File: src/rtl/carry_skip_block_reg_pkg.sv
// Shared helpers for the carry-skip adder block.
// Holds the skip-mux selection so every block in a chain bypasses the same way.
package carry_skip_block_reg_pkg;

  // When every bit propagates, the block's carry-in passes straight through.
  function automatic logic skip_select(
    input logic all_prop,
    input logic carry_in,
    input logic ripple_carry
  );
    return all_prop ? carry_in : ripple_carry;
  endfunction

endpackage

File: src/rtl/carry_skip_block_reg_full_adder.sv
// One-bit full adder: a single stage of the block's ripple chain.
module full_adder (
  input  logic a,
  input  logic b,
  input  logic ci,
  output logic s,
  output logic co
);

  logic w_p;
  logic w_g;

  assign w_p = a ^ b;
  assign w_g = a & b;
  assign s   = w_p ^ ci;
  assign co  = w_g | (w_p & ci);

endmodule

File: src/rtl/carry_skip_block_reg.sv
// One WIDTH-bit carry-skip adder block with registered sum, ripple carry and skip carry.
// block_carry_out feeds the next block's cin when building wide carry-skip adders.
module carry_skip_block_reg
  import carry_skip_block_reg_pkg::*;
#(
  parameter int WIDTH = 1
) (
  input  logic             clk,
  input  logic             rst,
  input  logic             in_valid,
  input  logic [WIDTH-1:0] a,
  input  logic [WIDTH-1:0] b,
  input  logic             cin,
  output logic             out_valid,
  output logic [WIDTH-1:0] sum,
  output logic             cout,
  output logic             block_carry_out
);

  logic [WIDTH-1:0] w_p;
  logic [WIDTH-1:0] w_s;
  logic [WIDTH:0]   w_c;
  logic             w_skip_co;

  logic             r_out_valid;
  logic [WIDTH-1:0] r_sum;
  logic             r_cout;
  logic             r_block_carry_out;

  assign w_p    = a ^ b;
  assign w_c[0] = cin;

  for (genvar i = 0; i < WIDTH; i++) begin : g_ripple
    full_adder u_fa (
      .a  (a[i]),
      .b  (b[i]),
      .ci (w_c[i]),
      .s  (w_s[i]),
      .co (w_c[i+1])
    );
  end

  // The skip carry is taken from the mux, never from cout, so the two stay independent.
  assign w_skip_co = skip_select(&w_p, cin, w_c[WIDTH]);

  always_ff @(posedge clk) begin
    if (rst) begin
      r_out_valid       <= 1'b0;
      r_sum             <= '0;
      r_cout            <= 1'b0;
      r_block_carry_out <= 1'b0;
    end else begin
      // NOTE: non-blocking assignments keep every register sampling pre-edge values.
      r_out_valid <= in_valid;
      if (in_valid) begin
        r_sum             <= w_s;
        r_cout            <= w_c[WIDTH];
        r_block_carry_out <= w_skip_co;
      end
    end
  end

  assign out_valid       = r_out_valid;
  assign sum             = r_sum;
  assign cout            = r_cout;
  assign block_carry_out = r_block_carry_out;

endmodule

File: config.mk
export PLATFORM = sky130hd
export DESIGN_NAME = carry_skip_block_reg
export DESIGN_NICKNAME = d
export VERILOG_FILES = /design/src/rtl/carry_skip_block_reg_pkg.sv /design/src/rtl/carry_skip_block_reg_full_adder.sv /design/src/rtl/carry_skip_block_reg.sv
export SDC_FILE = /design/constraint.sdc
export NUM_CORES = 1
export LEC_CHECK = 0
export BUFFER_PORTS_ARGS = -buffer_cell sky130_fd_sc_hd__buf_2
export CORE_AREA = 2 2 39 41
export CTS_BUF_LIST = sky130_fd_sc_hd__clkbuf_8
export DETAILED_ROUTE_END_ITERATION = 6
export DIE_AREA = 0 0 41 43
export PLACE_DENSITY = 0.33
export SLEW_MARGIN = 20
export SYNTH_ARGS = -nofsm -noshare
export SYNTH_HDL_FRONTEND = slang
export SYNTH_SLANG_ARGS = --single-unit
File: constraint.sdc
create_clock -name clk -period 1.7 [get_ports clk]
set_input_delay 0.085 -clock clk [delete_from_list [all_inputs] [get_ports clk]]
set_output_delay 0.085 -clock clk [all_outputs]
set_load 0.02 [all_outputs]
# Word-level counts from Yosys, hierarchy flattened
# Cells that the tools add are included.
# totals
reg_bits	4
inputBits	6
out_inout_bits	4
word_cells	10
# classes
mux	1
bitwise_logic	5
# op_table
op	count
AND 1 bit	2
bitwise XOR 1 bit	2
2-to-1 mux 1 bit	1
OR 1 bit	1

# Logic depth before layout (Yosys ltp)
# Gate-level depths: netlist of the first run.
# logic_depth
depth_word	4
mapped_depth	3
mapped_depth_nobuf	3

# By module
# From an unflattened synthesis of the first run, not the netlist that was laid out.
# unflattened
hier_cells	14
area_unflattened_um2	168.9
# modules_own_cells
mod	instances	cells_per_inst	area_per_inst_um2	seq_area_each_um2
carry_skip_block_reg	1	13	148.9	80.1
full_adder	1	1	20.0	0.0

# Least setup slack after synthesis of the first run
# No wires, ideal clock.
# synth_path
path_kind	input -> register
from	input port a
to	register r_sum, in the netlist sum
setup_time_ns	0.114
arrival_ns	0.706
required_time_ns	1.586
path_slack_ns	0.880
cell_stages	3
n_path_buf	0
path_cell_list	fa_1 mux2i_1 nor2_1
# synth_via
elab_chain_cells	2
# synth_lines
item	line	rtl
start: declaration	carry_skip_block_reg.sv:11	input logic [WIDTH-1:0] a,
bitwise XOR 1 bit	carry_skip_block_reg_full_adder.sv:13	assign w_p = a ^ b;
bitwise XOR 1 bit	carry_skip_block_reg_full_adder.sv:15	assign s = w_p ^ ci;
end signal: assignment	carry_skip_block_reg.sv:56	r_sum <= w_s;
end: declaration	carry_skip_block_reg.sv:26	logic [WIDTH-1:0] r_sum;
# No other way between the ends.
# A chain may end at the register's enable or synchronous reset.

# Worst setup path in the final report of the first run
# layout_path
from	register r_cout, in the netlist cout
to	output port cout
# layout_lines
item	line	rtl
start: declaration	carry_skip_block_reg.sv:27	logic r_cout;
start signal: assignment	carry_skip_block_reg.sv:57	r_cout <= w_c[WIDTH];
end: declaration	carry_skip_block_reg.sv:16	output logic cout,
# No word-level cell between the ends.

==> impl_metrics.ini, run 1 <==
[setup_path]
critical_path_peak_fanout = 3
critPathTopFamily = flip-flops
cpPeakStageDelay_ns = 0.35
total_buffers_and_inverters_traversed_by_the_critical_path = 1
critical_path_depth = 1
crit_path_end_kind = primary output
slowest_cp_cell = dfxtp_1
timing.critical_path.cells = buf_2
ff2ff_path_depth = 2
critical_path.startpoint_type = flip-flop
crit_required_ns = 1.62
worst-r2r-setup-slack_ns = 1.09
critPathArrivalTime_ns = 0.74
r2r-start = cout
worst-setup-path-type = reg2out
worstReg2RegEnd = cout

[status]
outcome = completed

[min_path]
whs_endpoint = out_valid
hp-class = in2reg
hold_start = rst
hold_depth = 2

[timing]
slew_headroom_pct = 91.7
worst-slew-pin-transition_ns = 0.121
holdWs_ns = 0.0616
timing_hold_violations_final = 0
report.final.setup_viol = 0
fin_skew_ns = 0
highest_clock_rate_ghz = 1.21
finalMaxSlewViolations = 0
final.period_utilization_pct = 48.5
grt_setup_unrepaired = no
period_needed_ns = 0.824
total_negative_slack_ns = 0

[yosys]
synth_largest_type_area_fraction_pct = 49.5
yosysMostFrequentCell = dfxtp_1
postSynthNetCount = 17
post_synth_and_or_nand_nor_area_fraction_pct = 11.3
async_reset_ff_share_pct = 0
synth_sequential_area_ratio_pct = 49.5
synth.avg_cell_area_um2 = 12.1
synth_compound_gate_area_share_pct = 0
yosys_register_bits = 3
synth_cells = 10
post_synth_mux_area_share_pct = 16.5
synth.cell_area_um2 = 121
ys_warn_count = 0
synth-adder-area-share_pct = 16.5
synth-edff-count = 0
post_synth_main_area_contributors = dfxtp_1, fa_1, mux2i_1
yosys-top-cells-count = dfxtp_1, mux2i_1, nor2_1
synth_area_leader_cell = dfxtp_1
synth_xor_xnor_area_share_pct = 0
yosysUniqueCellTypes = 6
main_combinational_cell_family_by_area_after_synthesis = adder cells
synthFlopType = dfxtp_1

[floorplan]
number_of_top_level_design_ports = 10
floorplan.initialDensity_pct = 8.77
floorplan.die_area_um2 = 1760
chip_width_um = 41
rows = 14
placeable_core_area_um2 = 1380
fp.dieH_um = 43

[final_layout]
filler_cell_count = 157
antennaDiodeCount = 0
utilization_pct = 16.2
post_layout_nonfiller_instances = 38
fin_nets = 30
drive_gt1_share_pct = 54.5
areaGrowthSynthToFinish_pct = 84.5

[power_and_ir_drop]
totalPowerFinal_uw = 311
leakage_power_figure_nw = 0.116
powerDensity_nw_per_um2 = 1390
intPower_uw = 244
net_sw_power_uw = 66.7
vdd_drop_max_mv = 0.195
power.switching_fraction_pct = 21.5
seq_power_share_pct = 25.4
power_frac_comb_pct = 10.6
clockPowerShare_pct = 64.0

[place]
place.gp.congestion = 0.560
place_inst = 34
hpwl_um = 251
port_buffers = 9

[route]
drt-total-wl_um = 320
drc = 0
route.detailed.wl_per_inst_um = 8.42
drt_first_iter_violations = 0
vias = 113
drt_pre_antenna_iters = 1
postRouteAntennaNets = 0
detail_route.vias_per_cell = 2.97

[clock_tree]
max-clock-path-buffers = 2
number_of_clock_sinks_seen_by_cts = 3
cts.reportedPaths.clkPinSlew_ns = 0.03
root_buffer = clkbuf_8
h_tree_levels = 1
cts_tree = done
cts_buffers = 3
cts_resized = 0
holdBufCountCts = 0
clock_latency_ns = 0.21
post_cts_buffers = 0

[flow_run]
maxCapViolCount = 0

[global_routing]
grt_max_degree = 4
global_route.overflow_total = 0
antenna_found_initial = 0
grt_first_pass_wirelength_um = 483
number_of_global_route_vias_before_repair = 113
groute.usage.overall_pct = 5.42
layer usage:
metal | track usage [%] | part of all wire, % | vias to the layer above
met5 | 0 | 0 | -
met4 | 8.00 | 6.9 | 0
met3 | 6.28 | 25 | 4
met2 | 3.75 | 25 | 12
met1 | 5.79 | 43 | 43
li1 | - | - | 54
worst reg2reg max path, cell delays in order (launching register included):
cell and delay, ns:
dfxtp_1 0.32, mux2i_1 0.13, nor2_1 0.05
power by group through the flow:
stage / registers, mW / clock network [mW] / logic (mW)
5_1_grt: 0.0797 / 0.214 / 0.0366
3_3_place_gp: 0.0793 / 0 / 0.0333
6_report: 0.0790 / 0.199 / 0.0330
2_1_floorplan: 0.0858 / 0 / 0.0128
4_1_cts: 0.0791 / 0.207 / 0.0335
3_5_place_dp: 0.0799 / 0 / 0.0337
how the worst max path moves through the flow:
| stage | startpoint | to | slack [ns] |
|---|---|---|---|
| 2_1_floorplan | a | sum | 0.88 |
| 3_3_place_gp | a | sum | 0.75 |
| 3_5_place_dp | a | sum | 0.74 |
| 4_1_cts | cout | cout | 0.86 |
| 5_1_grt | cout | cout | 0.83 |
| 6_report | cout | cout | 0.88 |
layout make-up:
class	instances	area, µm²	area share (%)
well taps	16	20.0	8.94
multi-input cells	6	53.8	24.0
clock buffers	3	41.3	18.4
flip-flops and latches	3	60.1	26.8
clock inverters	1	3.75	1.68
repair buffers	9	45.0	20.1
state kept, by name, indices dropped and copies added, names as in the netlist:
name and count:
cout 1, out_valid 1, sum 1
cell usage in the layout, fill, tap and decap left out, drive strengths merged:
master,instances
fa,1
nor2b,1
dfxtp,3
mux2i,2
nor2,2
inv,1
buf,9
clkbuf,3
through the flow:
stage | setup WS, ns | area, µm²
6_report | 0.876 | 224
5_1_grt | 0.829 | 224
4_1_cts | 0.857 | 224
3_5_place_dp | 0.741 | 179
3_3_place_gp | 0.748 | 179
2_1_floorplan | 0.880 | 121
logic make-up after synthesis:
| logic type | count (synthesis) |
|---|---|
| AND/OR/NAND/NOR | 3 |
| flip-flops | 3 |
| multiplexers | 2 |
| buffers and inverters | 1 |
| adder cells (fa/ha/maj) | 1 |
(Power assumes the default switching activity.)
==> run 2, diff against run 1 <==
- ABC_AREA: unset -> 1
- PLACE_DENSITY: 0.33 -> 0.34
- clock period: 1.7 -> 0.8 ns (I/O delays scaled with it)
==> impl_metrics.ini, run 2 <==
[status]
outcome = completed

[final_layout]
fin_nets = 39
drive_gt1_share_pct = 38.7
antennaDiodeCount = 0
mostFrequentLayoutCell = buf_2
multi_input_area_um2 = 53.8
areaGrowthSynthToFinish_pct = 82.6
post_layout_nonfiller_instances = 47
final_cell_mix = buf_2, inv_1, nor2_1
filler_cell_count = 171
ff_latch_area_um2 = 60.1

[clock_tree]
max-clock-path-buffers = 2
cts_tree = done
cts.reportedPaths.clkPinSlew_ns = 0.03
root_buffer = clkbuf_8
cts_resized = 0
h_tree_levels = 1
cts_buffers = 3
post_cts_buffers = 0
clock_latency_ns = 0.21
holdBufCountCts = 1
number_of_clock_sinks_seen_by_cts = 3

[global_routing]
antenna_found_initial = 0
global_route.overflow_total = 0
number_of_global_route_vias_before_repair = 139
grt_max_degree = 6
groute.usage.overall_pct = 4.01
grt_first_pass_wirelength_um = 427

[power_and_ir_drop]
powerDensity_nw_per_um2 = 2690
power.switching_fraction_pct = 22.0
clockPowerShare_pct = 63.2
totalPowerFinal_uw = 670
net_sw_power_uw = 147
power_frac_comb_pct = 12.0
leakage_power_figure_nw = 0.144
seq_power_share_pct = 24.8
vdd_drop_max_mv = 0.402
intPower_uw = 522

[timing]
total_negative_slack_ns = 0
worst-slew-pin-transition_ns = 0.107
highest_clock_rate_ghz = 1.35
report.final.setup_viol = 0
timing_hold_violations_final = 0
grt_setup_unrepaired = no
slew_headroom_pct = 92.9
holdWs_ns = 0.0824
finalMaxSlewViolations = 0
final_critical_path_setup_slack_ns = 0.0603
period_needed_ns = 0.740
fin_skew_ns = 0
final.period_utilization_pct = 92.5

[floorplan]
floorplan.die_area_um2 = 1760
chip_width_um = 41
number_of_top_level_design_ports = 10
floorplan.initialDensity_pct = 9.86
rows = 14
placeable_core_area_um2 = 1380
fp.dieH_um = 43

[route]
route.detailed.wl_per_inst_um = 5.70
vias = 143
drc = 0
drt_first_iter_violations = 0
drt_pre_antenna_iters = 1
drt-total-wl_um = 268
postRouteAntennaNets = 0
detail_route.vias_per_cell = 3.04

[place]
port_buffers = 9
place.gp.congestion = 0.575
place_inst = 42
hpwl_um = 218
worst_setup_slack_before_clock_tree_synthesis_ns = -0.155

[yosys]
ys_warn_count = 0
synth.avg_cell_area_um2 = 7.58
synthFlopType = dfxtp_1
post_synth_main_area_contributors = dfxtp_1, fa_1, nor2_1
synth_area_leader_cell = dfxtp_1
synth_largest_type_area_fraction_pct = 44.0
postSynthNetCount = 25
synth_sequential_area_ratio_pct = 44.0
yosysMostFrequentCell = nor2_1
yosys_register_bits = 3
synth_cells = 18
yosys-top-cells-count = nor2_1, inv_1, nand2_1
yosysUniqueCellTypes = 6
synth.cell_area_um2 = 136
async_reset_ff_share_pct = 0
synth-edff-count = 0

[setup_path]
crit_required_ns = 0.76
critPathArrivalTime_ns = 0.70
crit_path_end_kind = primary output
worst-setup-path-type = reg2out
timing.critical_path.cells = buf_2
slowest_cp_cell = dfxtp_1
critPathTopFamily = flip-flops
cpPeakStageDelay_ns = 0.32
critical_path_peak_fanout = 3
critical_path.startpoint_type = flip-flop
total_buffers_and_inverters_traversed_by_the_critical_path = 1

[min_path]
hp-class = in2reg

[flow_run]
maxCapViolCount = 0
run 2: final timing paths:
path / from / endpoint / slack (ns) / depth (start not counted)
worst max-delay path: cout / block_carry_out / 0.06 / 1
worst min-delay path: in_valid / out_valid / 0.08 / 3
worst max register to register: cout / cout / 0.25 / 2
worst min register to register: sum / sum / 0.48 / 2
run 2: final cells by class:
| type | instances | share of cell area [%] |
|---|---|---|
| Timing Repair Buffer | 10 | 22.1 |
| Multi-Input combinational cell | 10 | 21.6 |
| Sequential cell | 3 | 24.1 |
| Inverter | 4 | 6.03 |
| Clock buffer | 3 | 16.6 |
| Tap cell | 16 | 8.04 |
| Clock inverter | 1 | 1.51 |
run 2: cell families (layout without fill, tap and decap cells):
family        after synthesis  count (layout)  share of synthesized area [%]
fa+ha+maj                   1               1                           14.7
buf+inv                     5              18                           16.5
flops                       3               3                           44.0
simple gates                9               9                           24.8
run 2: power by group through the flow:
stage | registers (mW) | clock network (mW) | logic [mW]
after floorplan | 0.183 | 0 | 0.0343
after global placement | 0.168 | 0 | 0.0804
after detailed placement | 0.168 | 0 | 0.0796
after CTS | 0.166 | 0.433 | 0.0834
after global routing | 0.168 | 0.459 | 0.0923
final | 0.166 | 0.423 | 0.0806
run 2: routing by layer:
metal / share of wire (%) / GRT usage [%] / routed length (µm)
met1: 31 / 2.24 / 84
met2: 58 / 6.56 / 156
met3: 9.7 / 3.14 / 26
met4: 0 / 4.00 / 0
met5: 0 / 0 / 0
run 2: through the flow:
| step | instance area (µm²) | utilization [%] |
|---|---|---|
| detailed placement | 194 | 14.0 |
| floorplan | 136 | - |
| global route | 249 | 18.0 |
| finish | 249 | 18.0 |
| global placement | 194 | 14.0 |
| CTS | 249 | 18.0 |
==> run 3, diff against run 2 <==
- ABC_CLOCK_PERIOD_IN_PS: unset -> 800
- CELL_PAD_IN_SITES_DETAIL_PLACEMENT: unset -> 1
- CELL_PAD_IN_SITES_GLOBAL_PLACEMENT: unset -> 1
- PLACE_DENSITY: 0.34 -> 0.43
==> impl_metrics.ini, run 3 (synthesis gave the netlist of run 2 again) <==
[status]
outcome = completed

[global_routing]
groute.usage.overall_pct = 4.71
number_of_global_route_vias_before_repair = 143
grt_max_degree = 6
antenna_found_initial = 0
grt_first_pass_wirelength_um = 489
global_route.overflow_total = 0

[final_layout]
utilization_pct = 18.0
antennaDiodeCount = 0
final_cell_mix = buf_2, inv_1, nor2_1
areaGrowthSynthToFinish_pct = 82.6
mostFrequentLayoutCell = buf_2
drive_gt1_share_pct = 38.7
fin_nets = 39
filler_cell_count = 184
layout.cell_area.non_filler_um2 = 249
post_layout_nonfiller_instances = 47

[place]
total_cell_area_at_the_placement_stage_um2 = 194
port_buffers = 9
hpwl_um = 223
worst_setup_slack_before_clock_tree_synthesis_ns = -0.143
place.gp.congestion = 0.590
place_inst = 42

[setup_path]
total_buffers_and_inverters_traversed_by_the_critical_path = 1
critPathTopFamily = flip-flops
critPathArrivalTime_ns = 0.70
crit_path_end_kind = primary output
cpPeakStageDelay_ns = 0.32
worst-setup-path-type = reg2out
slowest_cp_cell = dfxtp_1
critical_path.startpoint_type = flip-flop
crit_required_ns = 0.76
critical_path_peak_fanout = 3
timing.critical_path.cells = buf_2

[flow_run]
maxCapViolCount = 0

[floorplan]
fp.dieH_um = 43
placeable_core_area_um2 = 1380
chip_width_um = 41
floorplan.die_area_um2 = 1760
floorplan.initialDensity_pct = 9.86
rows = 14
number_of_top_level_design_ports = 10

[route]
drt_pre_antenna_iters = 1
route.detailed.wl_per_inst_um = 7.11
drt-total-wl_um = 334
vias = 153
detail_route.vias_per_cell = 3.26
drc = 0
postRouteAntennaNets = 0
drt_first_iter_violations = 0

[clock_tree]
root_buffer = clkbuf_8
cts_tree = done
cts.reportedPaths.clkPinSlew_ns = 0.03
post_cts_buffers = 0
cts_buffers = 3
h_tree_levels = 1
clock_latency_ns = 0.21
max-clock-path-buffers = 2
number_of_clock_sinks_seen_by_cts = 3

[timing]
report.final.setup_viol = 0
fin_skew_ns = 0
grt_setup_unrepaired = no
period_needed_ns = 0.744
timing_hold_violations_final = 0
final_critical_path_setup_slack_ns = 0.0555
holdWs_ns = 0.0859
total_negative_slack_ns = 0
worst-slew-pin-transition_ns = 0.110
slew_headroom_pct = 92.7
highest_clock_rate_ghz = 1.34
final.period_utilization_pct = 93.1
finalMaxSlewViolations = 0

[power_and_ir_drop]
totalPowerFinal_uw = 673
leakage_power_figure_nw = 0.144
vdd_drop_max_mv = 0.640
powerDensity_nw_per_um2 = 2700

[min_path]
hp-class = in2reg
[run 3: cell counts in the layout (fill, tap and decap cells not counted)]
No cell type changed its count.
[run 3: layout make-up]
class                           instances  area (µm²)  area share [%]
Inverter                                4        15.0            6.03
Sequential cell                         3        60.1            24.1
Clock buffer                            3        41.3            16.6
Tap cell                               16        20.0            8.04
Timing Repair Buffer                   10        55.1            22.1
Clock inverter                          1        3.75            1.51
Multi-Input combinational cell         10        53.8            21.6
[run 3: repair_timing]
item                                    CTS  global route
endpoints found under the setup margin    0             0
gates resized for setup                   0             0
hold buffers                              1             0
endpoints found under the hold margin     1             0
[run 3: tightest hold or removal path: stages]
cell	delay, ns
buf_2	0.13
inv_1	0.05
nor2_1	0.03
[run 3: worst paths after layout]
check	start	end	slack [ns]	depth (start not counted)
worst max register to register	sum	sum	0.26	2
worst min-delay path	in_valid	out_valid	0.09	3
worst min register to register	sum	sum	0.48	2
worst max-delay path	cout	cout	0.06	1
[run 3: where the power goes]
part           switching, mW  total, mW  internal (mW)  leakage, nW
combinational         0.0479     0.0819         0.0340       0.0926
clock                 0.0988      0.425          0.327       0.0269
sequential           0.00439      0.166          0.162       0.0250
total                  0.151      0.673          0.522        0.144
[run 3: metal layers]
metal	track usage (%)	share of wire (%)	wire length [µm]	vias up
met5	0	0	0	-
met2	7.19	58	194	6
li1	-	-	-	74
met1	2.88	30	101	71
met3	4.71	7.2	24	2
met4	4.00	4.2	14	0
